## config.mk

```make
export PLATFORM = sky130hd
export DESIGN_NAME = float8_accumulator
export DESIGN_NICKNAME = d
export VERILOG_FILES = /design/src/rtl/float8_pkg.sv /design/src/rtl/Float8Adder.sv /design/src/rtl/float8_accumulator.sv
export SDC_FILE = /design/constraint.sdc
export NUM_CORES = 1
export LEC_CHECK = 0
export CAP_MARGIN = 20
export CELL_PAD_IN_SITES_DETAIL_PLACEMENT = 1
export CELL_PAD_IN_SITES_GLOBAL_PLACEMENT = 1
export CORE_MARGIN = 2
export CORE_UTILIZATION = 35
export DETAILED_ROUTE_END_ITERATION = 7
export GPL_TIMING_DRIVEN = 0
export MAX_ROUTING_LAYER = met4
export PLACE_DENSITY = 0.76
export SLEW_MARGIN = 25
export SYNTH_ARGS = -nofsm -noshare
export SYNTH_HDL_FRONTEND = slang
export SYNTH_SLANG_ARGS = --single-unit
```

## constraint.sdc

```tcl
create_clock -name iClk -period 17.04 [get_ports iClk]
set_clock_uncertainty 0.15 [all_clocks]
set_input_delay 3.408 -clock iClk [delete_from_list [all_inputs] [get_ports iClk]]
set_output_delay 3.408 -clock iClk [all_outputs]
set_load 0.02 [all_outputs]
```

## src/rtl/float8_pkg.sv

```systemverilog
// float8_pkg: float8 field layout, special encodings and accumulator state encoding.
`default_nettype none

package float8_pkg;

   localparam int SIGN_BIT = 7;
   localparam int EXP_MSB  = 6;
   localparam int EXP_LSB  = 4;
   localparam int MAN_W    = 4;
   localparam int EXP_BIAS = 4;

   localparam logic [7:0] FLOAT8_ZERO    = 8'h00;
   localparam logic [7:0] FLOAT8_MAX_POS = 8'h7F;
   localparam logic [7:0] FLOAT8_MAX_NEG = 8'hFF;

   typedef enum logic [1:0] {
      ST_IDLE = 2'd0,
      ST_ACC  = 2'd1,
      ST_DONE = 2'd2
   } state_e;

endpackage

`default_nettype wire

```

## src/rtl/Float8Adder.sv

```systemverilog
// Float8Adder: combinational float8 adder; exponent 0 reads as zero, results truncate,
// overflow saturates to the signed maximum, underflow flushes to 0x00.
`default_nettype none

module Float8Adder
   import float8_pkg::*;
(
   input  logic [7:0] iNum1,
   input  logic [7:0] iNum2,
   output logic [7:0] oNum,
   output logic       overflow
);

   logic [2:0]         exp_a, exp_b, exp_big, exp_sml;
   logic [MAN_W:0]     frac_a, frac_b, frac_big, frac_sml;
   logic               swap, sign_big, sign_sml;
   logic [2*MAN_W:0]   mag_big, mag_sml;
   logic [2*MAN_W+1:0] sum;
   logic [3:0]         lz;
   logic [MAN_W-1:0]   man_res;
   logic signed [4:0]  exp_res;

   function automatic logic [3:0] lead_zeros(input logic [8:0] v);
      logic [3:0] n;
      n = 4'd9;
      for (int i = 0; i <= 8; i++) begin
         if (v[i]) n = 4'(8 - i);
      end
      return n;
   endfunction

   function automatic logic [3:0] norm_man(input logic [8:0] v, input logic [3:0] sh);
      logic [8:0] t;
      t = v << sh;
      return t[7:4];
   endfunction

   always_comb begin
      exp_a  = iNum1[EXP_MSB:EXP_LSB];
      exp_b  = iNum2[EXP_MSB:EXP_LSB];
      frac_a = (exp_a == 3'd0) ? '0 : {1'b1, iNum1[MAN_W-1:0]};
      frac_b = (exp_b == 3'd0) ? '0 : {1'b1, iNum2[MAN_W-1:0]};

      // Order operands by magnitude so the subtraction below never goes negative.
      swap     = {exp_b, frac_b} > {exp_a, frac_a};
      sign_big = swap ? iNum2[SIGN_BIT] : iNum1[SIGN_BIT];
      sign_sml = swap ? iNum1[SIGN_BIT] : iNum2[SIGN_BIT];
      exp_big  = swap ? exp_b  : exp_a;
      exp_sml  = swap ? exp_a  : exp_b;
      frac_big = swap ? frac_b : frac_a;
      frac_sml = swap ? frac_a : frac_b;

      mag_big = {frac_big, {MAN_W{1'b0}}};
      mag_sml = {frac_sml, {MAN_W{1'b0}}} >> (exp_big - exp_sml);

      if (sign_big == sign_sml) sum = {1'b0, mag_big} + {1'b0, mag_sml};
      else                      sum = {1'b0, mag_big} - {1'b0, mag_sml};

      lz = lead_zeros(sum[8:0]);
      if (sum[9]) begin
         exp_res = $signed({2'b00, exp_big}) + 5'sd1;
         man_res = sum[8:5];
      end else begin
         exp_res = $signed({2'b00, exp_big}) - $signed({1'b0, lz});
         man_res = norm_man(sum[8:0], lz);
      end

      oNum     = FLOAT8_ZERO;
      overflow = 1'b0;
      if (sum != '0) begin
         if (exp_res > 5'sd7) begin
            overflow = 1'b1;
            oNum     = sign_big ? FLOAT8_MAX_NEG : FLOAT8_MAX_POS;
         end else if (exp_res >= 5'sd1) begin
            oNum = {sign_big, exp_res[2:0], man_res};
         end
      end
   end

endmodule

`default_nettype wire

```

## src/rtl/float8_accumulator.sv

```systemverilog
// float8_accumulator: sums N_TERMS float8 terms per group through one Float8Adder.
// Optional FLOAT8_ACC_RELU_EN clamps negative results (including 0x80) to 0x00.
`default_nettype none

module float8_accumulator
   import float8_pkg::*;
#(
   parameter int N_TERMS = 16,
   parameter int CNT_W   = 16
)(
   input  logic       iClk,
   input  logic       iRst_n,
   input  logic       iValid,
   input  logic [7:0] iNum,
   output logic       oReady,
   output logic       oValid,
   input  logic       iOutReady,
   output logic [7:0] oSum,
   output logic       oOverflow
);

   state_e           state_q, state_d;
   logic [7:0]       acc_q, acc_d;
   logic [CNT_W-1:0] cnt_q, cnt_d;
   logic             ovf_q, ovf_d;
   logic             ready_q, ready_d;
   logic [7:0]       add_sum;
   logic             add_ovf;
   logic             accept, last_term;

   Float8Adder u_adder (
      .iNum1    (acc_q),
      .iNum2    (iNum),
      .oNum     (add_sum),
      .overflow (add_ovf)
   );

   assign accept    = iValid & ready_q;
   assign last_term = (cnt_q == CNT_W'(N_TERMS - 1));

   always_comb begin
      state_d = state_q;
      acc_d   = acc_q;
      cnt_d   = cnt_q;
      ovf_d   = ovf_q;
      case (state_q)
         ST_IDLE, ST_ACC: begin
            if (accept) begin
               acc_d   = add_sum;
               ovf_d   = ovf_q | add_ovf;
               cnt_d   = cnt_q + CNT_W'(1);
               state_d = last_term ? ST_DONE : ST_ACC;
            end
         end
         ST_DONE: begin
            if (iOutReady) begin
               state_d = ST_IDLE;
               acc_d   = FLOAT8_ZERO;
               cnt_d   = '0;
               ovf_d   = 1'b0;
            end
         end
         default: state_d = ST_IDLE;
      endcase
      // Registered ready keeps it low during reset and for the cycle after release.
      ready_d = (state_d != ST_DONE);
   end

   always_ff @(posedge iClk or negedge iRst_n) begin
      if (!iRst_n) begin
         state_q <= ST_IDLE;
         acc_q   <= FLOAT8_ZERO;
         cnt_q   <= '0;
         ovf_q   <= 1'b0;
         ready_q <= 1'b0;
      end else begin
         state_q <= state_d;
         acc_q   <= acc_d;
         cnt_q   <= cnt_d;
         ovf_q   <= ovf_d;
         ready_q <= ready_d;
      end
   end

   assign oReady    = ready_q;
   assign oValid    = (state_q == ST_DONE);
   assign oOverflow = oValid & ovf_q;

`ifdef FLOAT8_ACC_RELU_EN
   assign oSum = (oValid && !acc_q[SIGN_BIT]) ? acc_q : FLOAT8_ZERO;
`else
   assign oSum = oValid ? acc_q : FLOAT8_ZERO;
`endif

endmodule

`default_nettype wire

```

==> results of run 1 <==
==> state kept, by name, indices dropped and copies added, names as in the netlist <==
register / cells
cnt_q: 16
acc_q: 8
state_q: 2
ovf_q: 1
oReady: 1
==> layer usage <==
layer	share of wire, %	up-vias
met5	0	-
met4	1.6	0
met3	1.6	15
met2	51	48
met1	46	1776
li1	-	1764
==> cells in the mapped netlist (all sizes together), types with 3 or more instances <==
cell type  number
xor2           18
dfrtp          28
mux2i           8
o311ai          4
o31ai           5
o211ai          7
inv            27
and3            9
and2           15
a22o            4
nor3            8
mux2            3
nand2b          4
nand4           6
a31oi           9
nor4            6
o21ai          28
nor2b           5
clkbuf          9
or3            10
ha             24
buf             5
or2             6
nand3          16
nor2           59
a21oi          27
nand2          42
a211o           4
a21o            9
a211oi          7
xnor2           6
a22oi           4
==> cells by family (layout without fill, tap and decap cells) <==
logic type	after synthesis	in the layout	share of synthesized area (%)
flip-flops	28	28	19.4
adder cells (fa/ha/maj)	26	26	9.43
multiplexers	11	11	3.26
buffers and inverters	41	66	4.92
AND/OR/NAND/NOR	198	198	27.9
XOR/XNOR	24	24	6.24
AO/OA/AOI/OAI	136	136	28.9
==> per-stage QoR <==
stage	util (%)	setup slack (ps)	hold slack [ps]	std cells	cell area [um2]
4_1_cts	39.6	4680	365	625	4040
3_3_place_gp	39.3	4660	326	622	4000
2_1_floorplan	-	6300	308	464	3610
3_5_place_dp	39.2	4370	344	622	4000
5_1_grt	39.6	4000	401	625	4040
6_report	39.6	4620	366	625	4040
==> final cells by class <==
| type | instances | area, um2 |
|---|---|---|
| clock buffer | 3 | 41.3 |
| multi-input combinational | 395 | 2730 |
| timing repair buffer | 22 | 215 |
| buffer | 14 | 73.8 |
| tap | 136 | 170 |
| inverter | 27 | 104 |
| fill | 1272 | 6150 |
| sequential | 28 | 701 |
==> worst max path at each step <==
stage	to	from	cells after the start	slack [ps]
floorplan	acc_q[7]	iNum[6]	38	6300
global placement	acc_q[7]	iNum[4]	38	4660
detailed placement	acc_q[7]	iNum[4]	39	4370
CTS	acc_q[7]	iNum[4]	39	4680
global route	acc_q[7]	iNum[4]	38	4000
finish	acc_q[7]	iNum[4]	39	4620
==> worst reg2reg max path: cells and delay by family, from the launching register on <==
family / cells / cell delay (ps)
AND/OR/NAND/NOR: 15 / 3060
AO/OA/AOI/OAI: 11 / 2230
adder cells (fa/ha/maj): 5 / 1620
buffers and inverters: 7 / 1300
flip-flops: 1 / 470
XOR/XNOR: 1 / 270
==> results.yml, run 1 <==
synth:
  syn_inst: 464
  avgSynthCellArea_um2: 7.78
  synth_top_area_share_pct: 19.4
  yosysSeqAreaShare_pct: 19.4
  syn_area_um2: 3610
  synth.largest_area_cell: "dfrtp_1"
  ys_top_cells_by_area: "dfrtp_1 19%, ha_1 8.3%, nor2_1 6.1%"
  ys_ff_latch: 28
  ys_types: 88
  synth_fp_nets: 502
  synth_warnings: 0
  synth_edf_count: 0
  synth_flop_cell: "dfrtp_1"
  async_reset_ff_share_pct: 100
grt:
  grtUsageMet1_pct: 25.7
  grt_pass1_vias: 3797
  gr-total-overflow: 0
  met2_usage_pct: 38.7
  grt_first_pass_wirelength_mm: 19.0
  grtUsageMet3_pct: 1.86
  grtUsageTotal_pct: 21.3
  grt_busiest_layer: "met2"
  antenna_found_initial: 0
  grt_max_degree: 29
sta:
  tightest_slew_ps: 868
  drv_slew: 0
  hold_violations: 0
  fmax_mhz: 80.5
  finalSetupViolCount: 0
  fin_crit_ps: 12420
  setup_tns_ps: 0
  rsz0062_at_grt: "false"
  min_period_over_period_pct: 72.9
  relSlewSlack_pct: 41.9
hold_path:
  worstHoldStart: "state_q[1]"
  min_path_cells: 1
  worstHoldEndpoint: "state_q[0]"
  hp-class: "reg2reg"
worst_setup_path:
  rr_endpoint: "acc_q[7]"
  crit_arrival_ps: 12440
  startpoint_type: "input port"
  timing.rr.start: "acc_q[4]"
  crit_buf_inv: 7
  ff2ff_setup_slack_ps: 7850
  cpPeakStageDelay_ps: 570
  worstPathRequired_ps: 17060
  path_delay_family: "simple AND/OR/NAND/NOR gates"
  path_class: "in2reg"
  end_kind: "register"
  crit_top_cell: "nor2_1"
  ff2ff_path_depth: 39
  critPathSlowestCell: "clkdlybuf4s50_1"
  critPathMaxFanout: 10
place:
  port_buffers: 22
  gp_congestion: 0.963
  dp_hpwl_mm: 9.16
clock_tree:
  cts_htree_levels: 1
  cts_tree: "built"
  clk_pin_slew_ps: 90
  cts_root_buffer: "clkbuf_8"
  worstSkewPairLatency_ps: 270
  ctsHoldBuffers: 0
  numCtsBuffers: 3
  clock-sinks: 28
  post-cts-setup-buffer-count: 0
  cts_resized: 0
  clock_path_buffers: 2
drt:
  wl_per_cell_um: 18.0
  drt_wl_total_mm: 11.2
  drtPass1Iterations: 4
  ant_nets: 0
  drc: 0
  via_per_inst: 5.76
  vias: 3603
  drt-initial-drc-count: 246
die:
  die_w_um: 106
  dieArea_um2: 11100
  rows: 37
  io_pins: 23
  initial_core_util_pct: 35.4
  die_h_um: 106
  design.core.area_um2: 10200
finish:
  syn_to_final_growth_pct: 11.8
  fin_nets: 529
  n_antenna_cell: 0
  most-common-layout-cells: "59 x nor2_1, 41 x nand2_1, 28 x dfrtp_1, 27 x o21ai_0"
  layout_commonest_cell: "nor2_1"
  drive_gt1_share_pct: 8.59
status:
  status: "completed"
flow_run:
  maxCapViolCount: 0
Power of run 1 is left out: the tool's default activity adds up to more than one toggle a clock period on the data nets, which glitch-free logic cannot reach.
==> inputs of run 2 (changes only) <==
==> constraint.sdc (replaced) <==
create_clock -name iClk -period 12.3 [get_ports iClk]
set_clock_uncertainty 0.15 [all_clocks]
set_input_delay 2.46 -clock iClk [delete_from_list [all_inputs] [get_ports iClk]]
set_output_delay 2.46 -clock iClk [all_outputs]
set_load 0.02 [all_outputs]
==> results of run 2 <==
Same layout as run 1 (identical final DEF). Status: completed.
Main changes from that run: setup slack after placement 4370 ps -> 581 ps; setup slack after layout 4620 ps -> 832 ps; register-to-register setup slack 7850 ps -> 3110 ps
Power of run 2 is left out for the same reason.
==> inputs of run 3 (changes only) <==
--- a/config.mk
+++ b/config.mk
@@ -8,7 +8,6 @@
 export CAP_MARGIN = 20
 export CELL_PAD_IN_SITES_DETAIL_PLACEMENT = 1
 export CELL_PAD_IN_SITES_GLOBAL_PLACEMENT = 1
-export CORE_MARGIN = 2
 export CORE_UTILIZATION = 35
 export DETAILED_ROUTE_END_ITERATION = 7
 export GPL_TIMING_DRIVEN = 0
==> run 3 against run 2 <==
  * Setup slack better by 19 ps
  * Global-route usage increased by 0.65 points
  * Non-clock buffer count unchanged
  * Via count up 0.17%
  * Routed wire length shrank 0.95%
  * Critical path depth did not move
  * Flip-flop and latch count stayed put
  * Cell count is 0.32% lower
  * Count of clock-buffer cells in the layout unchanged
  * Register-to-register slack worse by 80 ps
  * Highest routed layer unchanged
==> results.yml, run 3 (synthesis gave the netlist of run 1 again) <==
finish:
  fin_nets: 529
  drive_gt1_share_pct: 8.78
  fill_cells: 1230
  regMostFlops: "cnt_q"
  reg_top3: "cnt_q x16, acc_q x8, state_q x2"
  syn_to_final_growth_pct: 12.5
  layout_commonest_cell: "nor2_1"
  n_antenna_cell: 0
  most-common-layout-cells: "59 x nor2_1, 41 x nand2_1, 28 x dfrtp_1, 27 x o21ai_0"
  largest_reg_flops: 16
die:
  io_pins: 23
  rows: 36
  die_h_um: 104
  initial_core_util_pct: 36.6
  dieArea_um2: 10700
  design.core.area_um2: 9860
  die_w_um: 104
clock_tree:
  clock_path_buffers: 2
  ctsHoldBuffers: 0
  worstSkewPairLatency_ps: 280
  clk_pin_slew_ps: 90
  post-cts-setup-buffer-count: 0
  cts_root_buffer: "clkbuf_8"
  cts_resized: 0
  cts_tree: "built"
  clock-sinks: 28
  cts_htree_levels: 1
  numCtsBuffers: 3
hold_path:
  min_path_cells: 2
  hp-class: "reg2reg"
  worstHoldStart: "ovf_q"
  worstHoldEndpoint: "ovf_q"
worst_setup_path:
  crit_arrival_ps: 11470
  startpoint_type: "input port"
  ff2ff_path_depth: 39
  timing.rr.start: "acc_q[4]"
  cpPeakStageDelay_ps: 570
  worstPathRequired_ps: 12320
  critPathMaxFanout: 10
  rr_endpoint: "acc_q[7]"
  ff2ff_setup_slack_ps: 3030
  path_class: "in2reg"
  end_kind: "register"
  critPathSlowestCell: "clkdlybuf4s50_1"
sta:
  drv_slew: 0
  fmax_mhz: 87.3
  tightest_slew_ps: 832
  fin_crit_ps: 11450
  min_period_over_period_pct: 93.1
  finalSetupViolCount: 0
  setup_tns_ps: 0
  setup_ws_ps: 851
  relSlewSlack_pct: 44.3
  hold_violations: 0
  rsz0062_at_grt: "false"
drt:
  via_per_inst: 5.79
  drt_wl_total_mm: 11.1
  drc: 0
  ant_nets: 0
  vias: 3609
  drtPass1Iterations: 4
  drt-initial-drc-count: 136
  wl_per_cell_um: 17.9
status:
  status: "completed"
grt:
  gr-total-overflow: 0
  grtUsageTotal_pct: 21.9
  grt_pass1_vias: 3733
  grt_max_degree: 29
  antenna_found_initial: 0
  grt_first_pass_wirelength_mm: 18.8
place:
  dp_hpwl_mm: 9.12
  dp_slack_ps: 719
  port_buffers: 22
  gp_congestion: 0.989
flow_run:
  maxCapViolCount: 0
[run 3: worst max-delay path by stage]
stage | startpoint | end | slack (ps)
global route | iNum[4] | acc_q[2] | 210
finish | iNum[4] | acc_q[7] | 850
CTS | iNum[4] | acc_q[7] | 990
detailed placement | iNum[4] | acc_q[7] | 720
floorplan | iNum[6] | acc_q[7] | 2510
global placement | iNum[4] | acc_q[2] | 900
[run 3: area by class of cell]
class                      instances  area, um2  area share (%)
buffer                            14       73.8            1.82
clock buffer                       3       41.3            1.02
clock inverter                     1       30.0           0.739
inverter                          27        104            2.56
multi-input combinational        395       2730            67.2
sequential                        28        701            17.2
tap                              133        166            4.10
timing repair buffer              22        215            5.30
[run 3: layer usage]
layer	GRT usage (%)	wire length, um	part of all wire, %
met1	30.0	5510	50
met2	35.6	5160	46
met3	2.14	362	3.3
met4	3.31	100	0.90
met5	-	0	0
[run 3: critical path: cells and delay by family]
| family | cells | cell delay, ps |
|---|---|---|
| and+or+nand+nor | 15 | 3320 |
| AOI/OAI and AO/OA | 11 | 2220 |
| adders and majority gates | 5 | 1620 |
| buffers and inverters | 7 | 1600 |
| xor gates and xnor gates | 1 | 230 |
[run 3: per-stage QoR]
stage | std cells | area [um2] | hold slack, ps | util, %
finish | 623 | 4060 | 367 | 41.2
global route | 623 | 4060 | 407 | 41.2
CTS | 623 | 4060 | 368 | 41.2
detailed placement | 619 | 3990 | 344 | 40.5
global placement | 619 | 4000 | 331 | 40.5
floorplan | 464 | 3610 | 308 | -
Power of run 3 is left out for the same reason.
